File: config.mk
export PLATFORM = sky130hd
export DESIGN_NAME = sdram_byte_bridge
export DESIGN_NICKNAME = d
export VERILOG_FILES = /design/src/rtl/sdram_byte_bridge.sv
export SDC_FILE = /design/constraint.sdc
export NUM_CORES = 1
export LEC_CHECK = 0
export CAP_MARGIN = 10
export CORE_MARGIN = 8
export CORE_UTILIZATION = 38
export DETAILED_ROUTE_END_ITERATION = 8
export PLACE_DENSITY_LB_ADDON = 0.1
export SYNTH_ARGS = -nofsm -noshare
export SYNTH_HDL_FRONTEND = slang
export SYNTH_SLANG_ARGS = --single-unit
File: constraint.sdc
create_clock -name clk_sys -period 4.3 [get_ports clk_sys]
set_input_delay 0.43 -clock clk_sys [delete_from_list [all_inputs] [get_ports clk_sys]]
set_output_delay 0.43 -clock clk_sys [all_outputs]
set_load 0.01 [all_outputs]
File: src/rtl/sdram_byte_bridge.sv
// sdram_byte_bridge: 8-bit CPU bus to 16-bit toggle-handshake SDRAM port.
// Tracks acks, selects the read byte lane, keeps a one-entry pending slot and
// an optional last-word read-hit buffer. A request times out if no ack arrives.
module sdram_byte_bridge #(
    parameter int          ADDR_W  = 16,
    parameter bit          HIT_EN  = 1'b1,
    parameter int unsigned TIMEOUT = 255
) (
    input  logic              clk_sys,
    input  logic              reset,
    input  logic              bus_cs,
    input  logic              bus_oe,
    input  logic              bus_we,
    input  logic [ADDR_W-1:0] bus_addr,
    input  logic [7:0]        bus_d,
    output logic [7:0]        bus_q,
    output logic              busy,
    output logic              overflow,
    output logic              timeout_err,
    output logic              mem_req,
    input  logic              mem_ack,
    output logic [ADDR_W-1:0] mem_a,
    output logic [1:0]        mem_ds,
    output logic              mem_we,
    output logic [15:0]       mem_d,
    input  logic [15:0]       mem_q
);

    localparam logic [0:0] IDLE = 1'b0;
    localparam logic [0:0] WAIT = 1'b1;

    logic [0:0]        state;
    logic              prev_rd, prev_wr, ack_prev;
    logic [ADDR_W-1:0] prev_addr;
    logic [31:0]       tcnt;

    logic [15:0]       hit_word;
    logic [ADDR_W-2:0] hit_tag;
    logic              hit_valid;

    logic              pend_valid, pend_we;
    logic [ADDR_W-1:0] pend_addr;
    logic [7:0]        pend_d;

    logic              rd_evt, wr_evt, ev_valid, ack_evt, ev_hit;
    logic              sl_valid, sl_we, sl_hit, issue;
    logic [ADDR_W-1:0] sl_addr, iss_addr;
    logic [7:0]        sl_d, iss_d;
    logic              iss_we;
    logic [15:0]       nh_word;
    logic [ADDR_W-2:0] nh_tag;
    logic              nh_valid;

    function automatic logic [7:0] sel_byte(input logic [15:0] w, input logic hi);
        return hi ? w[15:8] : w[7:0];
    endfunction

    assign busy = (state == WAIT);

    // Event detection, hit-buffer update on completion, slot capture and issue decision.
    always_comb begin
        rd_evt   = bus_cs & bus_oe & (!prev_rd | (bus_addr != prev_addr));
        wr_evt   = bus_cs & bus_we & !prev_wr;
        ev_valid = rd_evt | wr_evt;
        ack_evt  = mem_ack ^ ack_prev;
        ev_hit   = HIT_EN && !wr_evt && hit_valid && (bus_addr[ADDR_W-1:1] == hit_tag);

        nh_word  = hit_word;
        nh_tag   = hit_tag;
        nh_valid = hit_valid;
        if (state == WAIT && ack_evt) begin
            if (!mem_we) begin
                nh_word  = mem_q;
                nh_tag   = mem_a[ADDR_W-1:1];
                nh_valid = 1'b1;
            end else if (hit_valid && mem_a[ADDR_W-1:1] == hit_tag) begin
                if (mem_a[0]) nh_word[15:8] = mem_d[7:0];
                else          nh_word[7:0]  = mem_d[7:0];
            end
        end

        // A same-cycle event lands in the slot before the drain looks at it.
        sl_valid = pend_valid | ev_valid;
        sl_we    = ev_valid ? wr_evt   : pend_we;
        sl_addr  = ev_valid ? bus_addr : pend_addr;
        sl_d     = ev_valid ? bus_d    : pend_d;
        sl_hit   = HIT_EN && !sl_we && nh_valid && (sl_addr[ADDR_W-1:1] == nh_tag);

        iss_we   = (state == IDLE) ? wr_evt   : sl_we;
        iss_addr = (state == IDLE) ? bus_addr : sl_addr;
        iss_d    = (state == IDLE) ? bus_d    : sl_d;
        issue    = ((state == IDLE) && ev_valid && !ev_hit) ||
                   ((state == WAIT) && ack_evt && sl_valid && !sl_hit);
    end

    // Request state machine, pending slot, hit buffer and sticky error flags.
    always_ff @(posedge clk_sys) begin
        if (reset) begin
            state       <= IDLE;
            prev_rd     <= 1'b0;
            prev_wr     <= 1'b0;
            prev_addr   <= '0;
            ack_prev    <= mem_ack;
            tcnt        <= '0;
            hit_word    <= '0;
            hit_tag     <= '0;
            hit_valid   <= 1'b0;
            pend_valid  <= 1'b0;
            pend_we     <= 1'b0;
            pend_addr   <= '0;
            pend_d      <= '0;
            bus_q       <= '0;
            overflow    <= 1'b0;
            timeout_err <= 1'b0;
            mem_req     <= 1'b0;
            mem_a       <= '0;
            mem_ds      <= '0;
            mem_we      <= 1'b0;
            mem_d       <= '0;
        end else begin
            prev_rd   <= bus_cs & bus_oe;
            prev_wr   <= bus_cs & bus_we;
            prev_addr <= bus_addr;
            ack_prev  <= mem_ack;
            hit_word  <= nh_word;
            hit_tag   <= nh_tag;
            hit_valid <= nh_valid;

            case (state)
                IDLE: begin
                    if (ev_valid && ev_hit)
                        bus_q <= sel_byte(hit_word, bus_addr[0]);
                end
                default: begin
                    if (ev_valid && pend_valid)
                        overflow <= 1'b1;
                    if (ack_evt) begin
                        if (!mem_we)
                            bus_q <= sel_byte(mem_q, mem_a[0]);
                        pend_valid <= 1'b0;
                        state      <= IDLE;
                        if (sl_valid && sl_hit)
                            bus_q <= sel_byte(nh_word, sl_addr[0]);
                    end else if (TIMEOUT != 0 && (tcnt + 32'd1) == TIMEOUT) begin
                        timeout_err <= 1'b1;
                        pend_valid  <= 1'b0;
                        state       <= IDLE;
                    end else begin
                        tcnt <= tcnt + 32'd1;
                        if (ev_valid) begin
                            pend_valid <= 1'b1;
                            pend_we    <= wr_evt;
                            pend_addr  <= bus_addr;
                            pend_d     <= bus_d;
                        end
                    end
                end
            endcase

            if (issue) begin
                mem_req <= ~mem_req;
                mem_a   <= iss_addr;
                mem_we  <= iss_we;
                mem_ds  <= iss_we ? (iss_addr[0] ? 2'b10 : 2'b01) : 2'b11;
                if (iss_we) mem_d <= {iss_d, iss_d};
                tcnt    <= '0;
                state   <= WAIT;
            end
        end
    end

endmodule

==> metrics.yaml, run 1 <==
grt:
  grt_pass1_wl_mm: 40.07
  antenna_found_initial: 0
  grt_max_degree: 66
  grt_util_all_layers_pct: 18.70
  gr-total-overflow: 0
  grt_pass1_vias: 7138
clocking:
  cts.repair.resized: 0
  h-tree-depth: 4
  cts.sinks: 148
  cts_setup_buffers: 0
  cts.hold.buffers_added: 0
  cts_buffers: 17
  clockBufferDepth: 2
  cts_root_buffer: "clkbuf_16"
  insertion_delay_ns: 0.43
  path_clk_slew_ns: 0.07
  cts_tree: "built"
power_and_ir_drop:
  peakVddDrop_mv: 0.2368
  leakage_nw: 3.558
  powerDensity_nw_per_um2: 363.3
  power_mw: 3.640
setup_path:
  crit_path_end_kind: "flip-flop"
  reg2reg_from: "mem_we"
  crit_arrival_ns: 3.97
  critPathLaunch: "mem_we"
  cp-start-kind: "flip-flop"
  crit_type: "reg2reg"
  critPathRequiredTime_ns: 4.63
  path_max_fanout: 15
synth:
  synthTopCellsByArea: "dfxtp_1 (36%), xnor2_1 (8.0%), nand2_1 (6.1%), nor2_1 (5.7%), mux2i_1 (5.3%)"
  synth.top_cell.area_share_pct: 35.64
  synth-edff-count: 0
  synthesis.nets: 1062
  syn_inst: 1014
  synth_cell_types: 66
  synth.largest_area_cell: "dfxtp_1"
  postSynthAreaPerCell_um2: 8.198
  netlist_area_um2: 8313
  yosysWarnings: 0
  yosysSeqAreaShare_pct: 35.64
  ys_seq_elements: 148
  synth_flop_cell: "dfxtp_1"
  async_flop_share_pct: 0
placement:
  place_ws_ns: 0.2765
  placed_cell_area_um2: 9463
  io_buffers: 92
  place_congestion: 0.8920
  post-dp-hpwl_mm: 17.36
cells_and_area:
  drive_gt1_share_pct: 10.30
  areaGrowthSynthToFinish_pct: 20.53
  fin_area_um2: 10020
  num-nets-final: 1122
  diodes: 0
  final_core_util_pct: 46.34
sta:
  clock.fmax_mhz: 275.0
  slew-limit-headroom_pct: 44.86
  rsz0062_at_grt: "no"
  fin_crit_ns: 3.637
  finalSetupViolCount: 0
  setup_ws_ns: 0.6631
  fin_tns_setup_ns: 0
  worstMarginPinSlew_ns: 0.8260
  drv_slew: 0
  timing.final.crit_share_pct: 84.58
  skew_ns: 0.01486
  finalHoldViolations: 0
floorplan:
  fp.dieArea_um2: 26860
  io_pins: 93
  start_util_pct: 38.45
  dieWidth_um: 163.9
  core_area_um2: 21620
  rows: 54
  fp.dieH_um: 163.9
hold_path:
  hp-class: "reg2reg"
  min_from: "bus_q[2]"
routing:
  vias: 7387
  drt_iter0_drc: 447
  drtAntennaViolNets: 0
  drc: 0
  dr.pass1.iters: 5
  totalWireLength_mm: 24.62
  wl_per_cell_um: 18.01
  via_per_inst: 5.404
status:
  status: "completed"
job:
  drv_cap: 0
## layer usage
metal	GRT usage, %	share of wire (%)	up-vias
met1	25.13	48	3528
met3	3.333	3.4	21
met5	0	0	-
li1	-	-	3690
met2	30.20	47	148
met4	5.248	1.4	0
## Yosys cell counts (4+ instances only)
cell type,n
nor4_1,17
buf_4,9
mux2_2,10
a31oi_1,4
inv_1,10
xor2_1,27
mux2i_1,44
o21ai_0,16
xnor2_1,76
o31ai_1,16
a21oi_1,43
and3_1,15
nor2_1,126
a311oi_1,23
nand4_1,21
clkbuf_1,52
and4_1,6
or3_1,6
a21o_1,6
nor2b_1,16
a211oi_1,10
a311oi_2,16
buf_2,14
nand2_1,135
buf_1,6
o221ai_1,7
dfxtp_1,148
nor3_1,28
buf_6,5
nand3_1,49
## power breakdown
| group | internal (mW) | switching [mW] |
|---|---|---|
| clock | 0.770 | 0.664 |
| sequential | 1.44 | 0.0828 |
| combinational | 0.305 | 0.376 |
| total | 2.52 | 1.12 |
## cell families (layout without fill, tap and decap cells)
logic type	Yosys count	in the layout	synth area share [%]
fa+ha+maj	2	2	0.3010
buf+inv	96	169	5.403
compound gates	167	167	15.65
simple gates	440	440	24.73
flops	148	148	35.64
mux	57	57	7.224
xor+xnor	104	104	11.05
## per-stage QoR
stage	hold slack [ns]	instances
floorplan	0.4357	1014
global placement	0.4414	1335
detailed placement	0.4468	1335
CTS	0.4564	1367
global route	0.4694	1367
finish	0.4549	1367
## layout by cell type (no fill, tap or decap), drive strengths merged, types with 21 or more instances in the layout
| cell | Yosys | final |
|---|---|---|
| nand4 | 21 | 21 |
| nand2 | 137 | 137 |
| mux2i | 46 | 46 |
| a21oi | 43 | 43 |
| a311oi | 39 | 39 |
| buf | 34 | 36 |
| nand3 | 50 | 50 |
| xnor2 | 76 | 76 |
| xor2 | 28 | 28 |
| nor2 | 126 | 126 |
| clkdlybuf4s50 | 0 | 91 |
| dfxtp | 148 | 148 |
| nor3 | 29 | 29 |
## flip-flops by register name, indices dropped and copies added (netlist names), 2 cells and up
| signal | flops |
|---|---|
| mem_ds | 2 |
| bus_q | 8 |
| mem_d | 8 |
| tcnt | 32 |
| pend_d | 8 |
| hit_tag | 15 |
| mem_a | 16 |
| prev_addr | 16 |
| pend_addr | 16 |
| hit_word | 16 |
## worst max-delay path, stage by stage, from the launching register on
cell,delay [ns]
dfxtp_1,0.35
nor2b_1,0.34
nand2_2,0.30
mux2i_2,0.36
xnor2_1,0.09
or4_1,0.57
o22a_2,0.31
nor4_4,0.35
nand3b_2,0.32
and3_1,0.28
o31ai_1,0.24
## worst paths after layout
kind | endpoint | slack (ns) | cells after the start
max | bus_q[0] | 0.66 | 10
min | bus_q[2] | 0.45 | 2
max reg2reg | bus_q[0] | 0.66 | 10
min reg2reg | bus_q[2] | 0.45 | 2
## cell type report
type	count	area, um2
Multi-Input combinational cell	770	4905
Tap cell	280	350.3
Clock buffer	18	439.2
Sequential cell	148	2964
Inverter	10	37.54
Clock inverter	14	117.6
Timing Repair Buffer	127	1206
Fill cell	2200	11600
Note: power is estimated with default switching activity, not from simulation.
==> run 2, diff against run 1 <==
==> constraint.sdc (replaced) <==
create_clock -name clk_sys -period 3.05 [get_ports clk_sys]
set_input_delay 0.305 -clock clk_sys [delete_from_list [all_inputs] [get_ports clk_sys]]
set_output_delay 0.305 -clock clk_sys [all_outputs]
set_load 0.01 [all_outputs]
==> run 2 against run 1 <==
  * Total power rose by 47%
  * Sequential cell count did not move
  * Clock power rose by 43%
  * Non-clock buffer count rose by 107
  * Utilization rose by 5.9 points
  * Die area did not move
  * First-iteration DRC count rose by 4.9%
  * Critical path depth rose by 3
  * Critical endpoint is now tcnt[1]
  * Largest power group unchanged
==> metrics.yaml, run 2 (synthesis gave the netlist of run 1 again) <==
status:
  status: "completed"
sta:
  fin_crit_ns: 3.035
  slew-limit-headroom_pct: 46.08  # +1.2 points
  drv_slew: 0  # unchanged
  skew_ns: 0.01079  # -0.004066 ns
  timing.final.crit_share_pct: 99.52
  rsz0062_at_grt: "yes"
  setup_ws_ns: 0.01452  # -0.6486 ns
  fin_tns_setup_ns: 0  # unchanged
  clock.fmax_mhz: 329.4
  finalHoldViolations: 0  # unchanged
  finalSetupViolCount: 0  # unchanged
  worstMarginPinSlew_ns: 0.8088  # -0.01720 ns
routing:
  wl_per_cell_um: 17.60  # -2.3%
  drt_iter0_drc: 469  # +4.9%
  drtAntennaViolNets: 0  # unchanged
  dr.pass1.iters: 5  # unchanged
  totalWireLength_mm: 25.95  # +5.4%
  drc: 0  # unchanged
  vias: 7812  # +5.8%
  via_per_inst: 5.300  # -1.9%
power_and_ir_drop:
  p_clk_share_pct: 38.1  # -1.3 points
  peakVddDrop_mv: 0.3428  # +45%
  powerDensity_nw_per_um2: 473.8  # +30%
  swShare_pct: 31.17  # +0.34 points
  seq_power_share_pct: 40.2  # -1.7 points
  combPwrFrac_pct: 21.7  # +3.0 points
  p_int_mw: 3.684  # +46%
  power_mw: 5.352  # +47%
  leakage_nw: 4.227  # +19%
  netSwitchingPower_mw: 1.668  # +49%
floorplan:
  start_util_pct: 38.45  # unchanged
  core_area_um2: 21620  # unchanged
  fp.dieH_um: 163.9  # unchanged
  fp.dieArea_um2: 26860  # unchanged
  dieWidth_um: 163.9  # unchanged
  rows: 54  # unchanged
  io_pins: 93  # unchanged
cells_and_area:
  drive_gt1_share_pct: 23.12  # +13 points
  layout_commonest_cell: "dfxtp_1"
  largest-register: "tcnt"
  num-nets-final: 1229  # +9.5%
  largest_register_ffs: 32  # unchanged
  areaGrowthSynthToFinish_pct: 35.88
  layout_common_cells: "dfxtp_1 (144), nand2_1 (134), buf_4 (128)"
  diodes: 0  # unchanged
  fin_area_um2: 11300  # +13%
  final_core_util_pct: 52.25  # +5.9 points
setup_path:
  path_max_fanout: 16  # +1
  crit_type: "in2reg"
  cp-start-kind: "input pin"
  slowest_stage: "clkdlybuf4s50_1"
  critPathLaunch: "bus_addr[1]"
  crit_path_end_kind: "flip-flop"
  critPathRequiredTime_ns: 3.41  # -1.22 ns
  reg2reg_from: "ack_prev"
  cp_cell_sequence: "clkdlybuf4s50_1 > xnor2_1 > nand4_1 > nor3_4 > buf_4 > a21o_1 > a211oi_1 > o21bai_2 > o41ai_4 > and3_4 > nand2_8 > buf_12 > nor2_1"
  crit_arrival_ns: 3.40  # -0.57 ns
  cp_slowest_stage_delay_ns: 0.49  # -0.08 ns
grt:
  gr-total-overflow: 0  # unchanged
  antenna_found_initial: 0  # unchanged
  grt_max_degree: 65  # -1.5%
  grt_pass1_vias: 7625  # +6.8%
  grt_util_all_layers_pct: 19.23  # +0.53 points
  grt_pass1_wl_mm: 41.09  # +2.5%
job:
  drv_cap: 0  # unchanged
clocking:
  cts_buffers: 17  # unchanged
  h-tree-depth: 4  # unchanged
  cts.hold.buffers_added: 0  # unchanged
  path_clk_slew_ns: 0.07  # about the same
  cts.sinks: 148  # unchanged
  cts_tree: "built"
  insertion_delay_ns: 0.43  # about the same
  clockBufferDepth: 2  # unchanged
  cts_root_buffer: "clkbuf_16"
placement:
  place_congestion: 0.8830  # -1.0%
  placed_cell_area_um2: 10290  # +8.7%
  post-dp-hpwl_mm: 18.45  # +6.2%
  io_buffers: 92  # unchanged
  place_ws_ns: -0.6183  # -0.8948 ns
hold_path:
  min_from: "reset"
  hp-class: "in2reg"
run 2: changes by cell type in the layout (fill, tap and decap cells not counted), sizes merged:
cell / before / now
clkinvlp: 3 / 1
inv: 17 / 19
clkdlybuf4s50: 91 / 88
dlygate4sd2: 0 / 3
buf: 36 / 142
clkbuf: 18 / 19
run 2: layout make-up:
| cell class | instances | area [um2] |
|---|---|---|
| fill | 2078 | 10320 |
| inverter | 10 | 37.54 |
| timing repair buffer | 234 | 2111 |
| sequential | 148 | 2970 |
| clock inverter | 14 | 117.6 |
| clock buffer | 18 | 439.2 |
| multi-input combinational | 770 | 5270 |
| tap | 280 | 350.3 |
run 2: through the flow:
stage / hold WS [ns] / instances
floorplan: 0.3327 / 1014
global placement: 0.4417 / 1435
detailed placement: 0.4481 / 1435
CTS: 0.2380 / 1466
global route: 0.3352 / 1474
finish: 0.3289 / 1474
run 2: repair_timing:
| item | 4_1_cts | 5_1_grt |
|---|---|---|
| gates resized for setup | 20 | 70 |
| gates cloned | 0 | 2 |
| pin swaps | 11 | 19 |
| setup buffers | 0 | 6 |
| setup endpoints to repair | 68 | 93 |
run 2: worst paths after layout:
check	slack, ns	cells after the start	endpoint
worst max-delay path	0.01	13	tcnt[1]
worst min-delay path	0.33	2	hit_tag[14]
worst max register to register	0.02	12	tcnt[1]
worst min register to register	0.45	2	pend_d[2]
run 2: power by group through the flow:
stage | Sequential, mW | Combinational [mW] | Clock, mW
global placement | 2.18 | 1.07 | 0
detailed placement | 2.18 | 1.07 | 0
global route | 2.16 | 1.26 | 2.17
floorplan | 2.17 | 0.603 | 0
finish | 2.15 | 1.16 | 2.04
CTS | 2.14 | 1.09 | 2.08
run 2: critical path, delay by kind of cell:
kind            cells  cell delay [ns]
simple gates        5             1.08
buf+inv             3             0.86
xor+xnor            1             0.14
compound gates      4             0.99
run 2: routing by layer:
| layer | vias up | track usage, % | share of wire [%] | wire length [um] |
|---|---|---|---|---|
| met4 | 0 | 5.702 | 1.8 | 457 |
| met3 | 33 | 3.759 | 4.5 | 1177 |
| met2 | 194 | 32.14 | 47 | 12310 |
| met5 | - | 0 | 0 | 0 |
| met1 | 3672 | 24.66 | 46 | 12000 |
| li1 | 3913 | - | - | - |
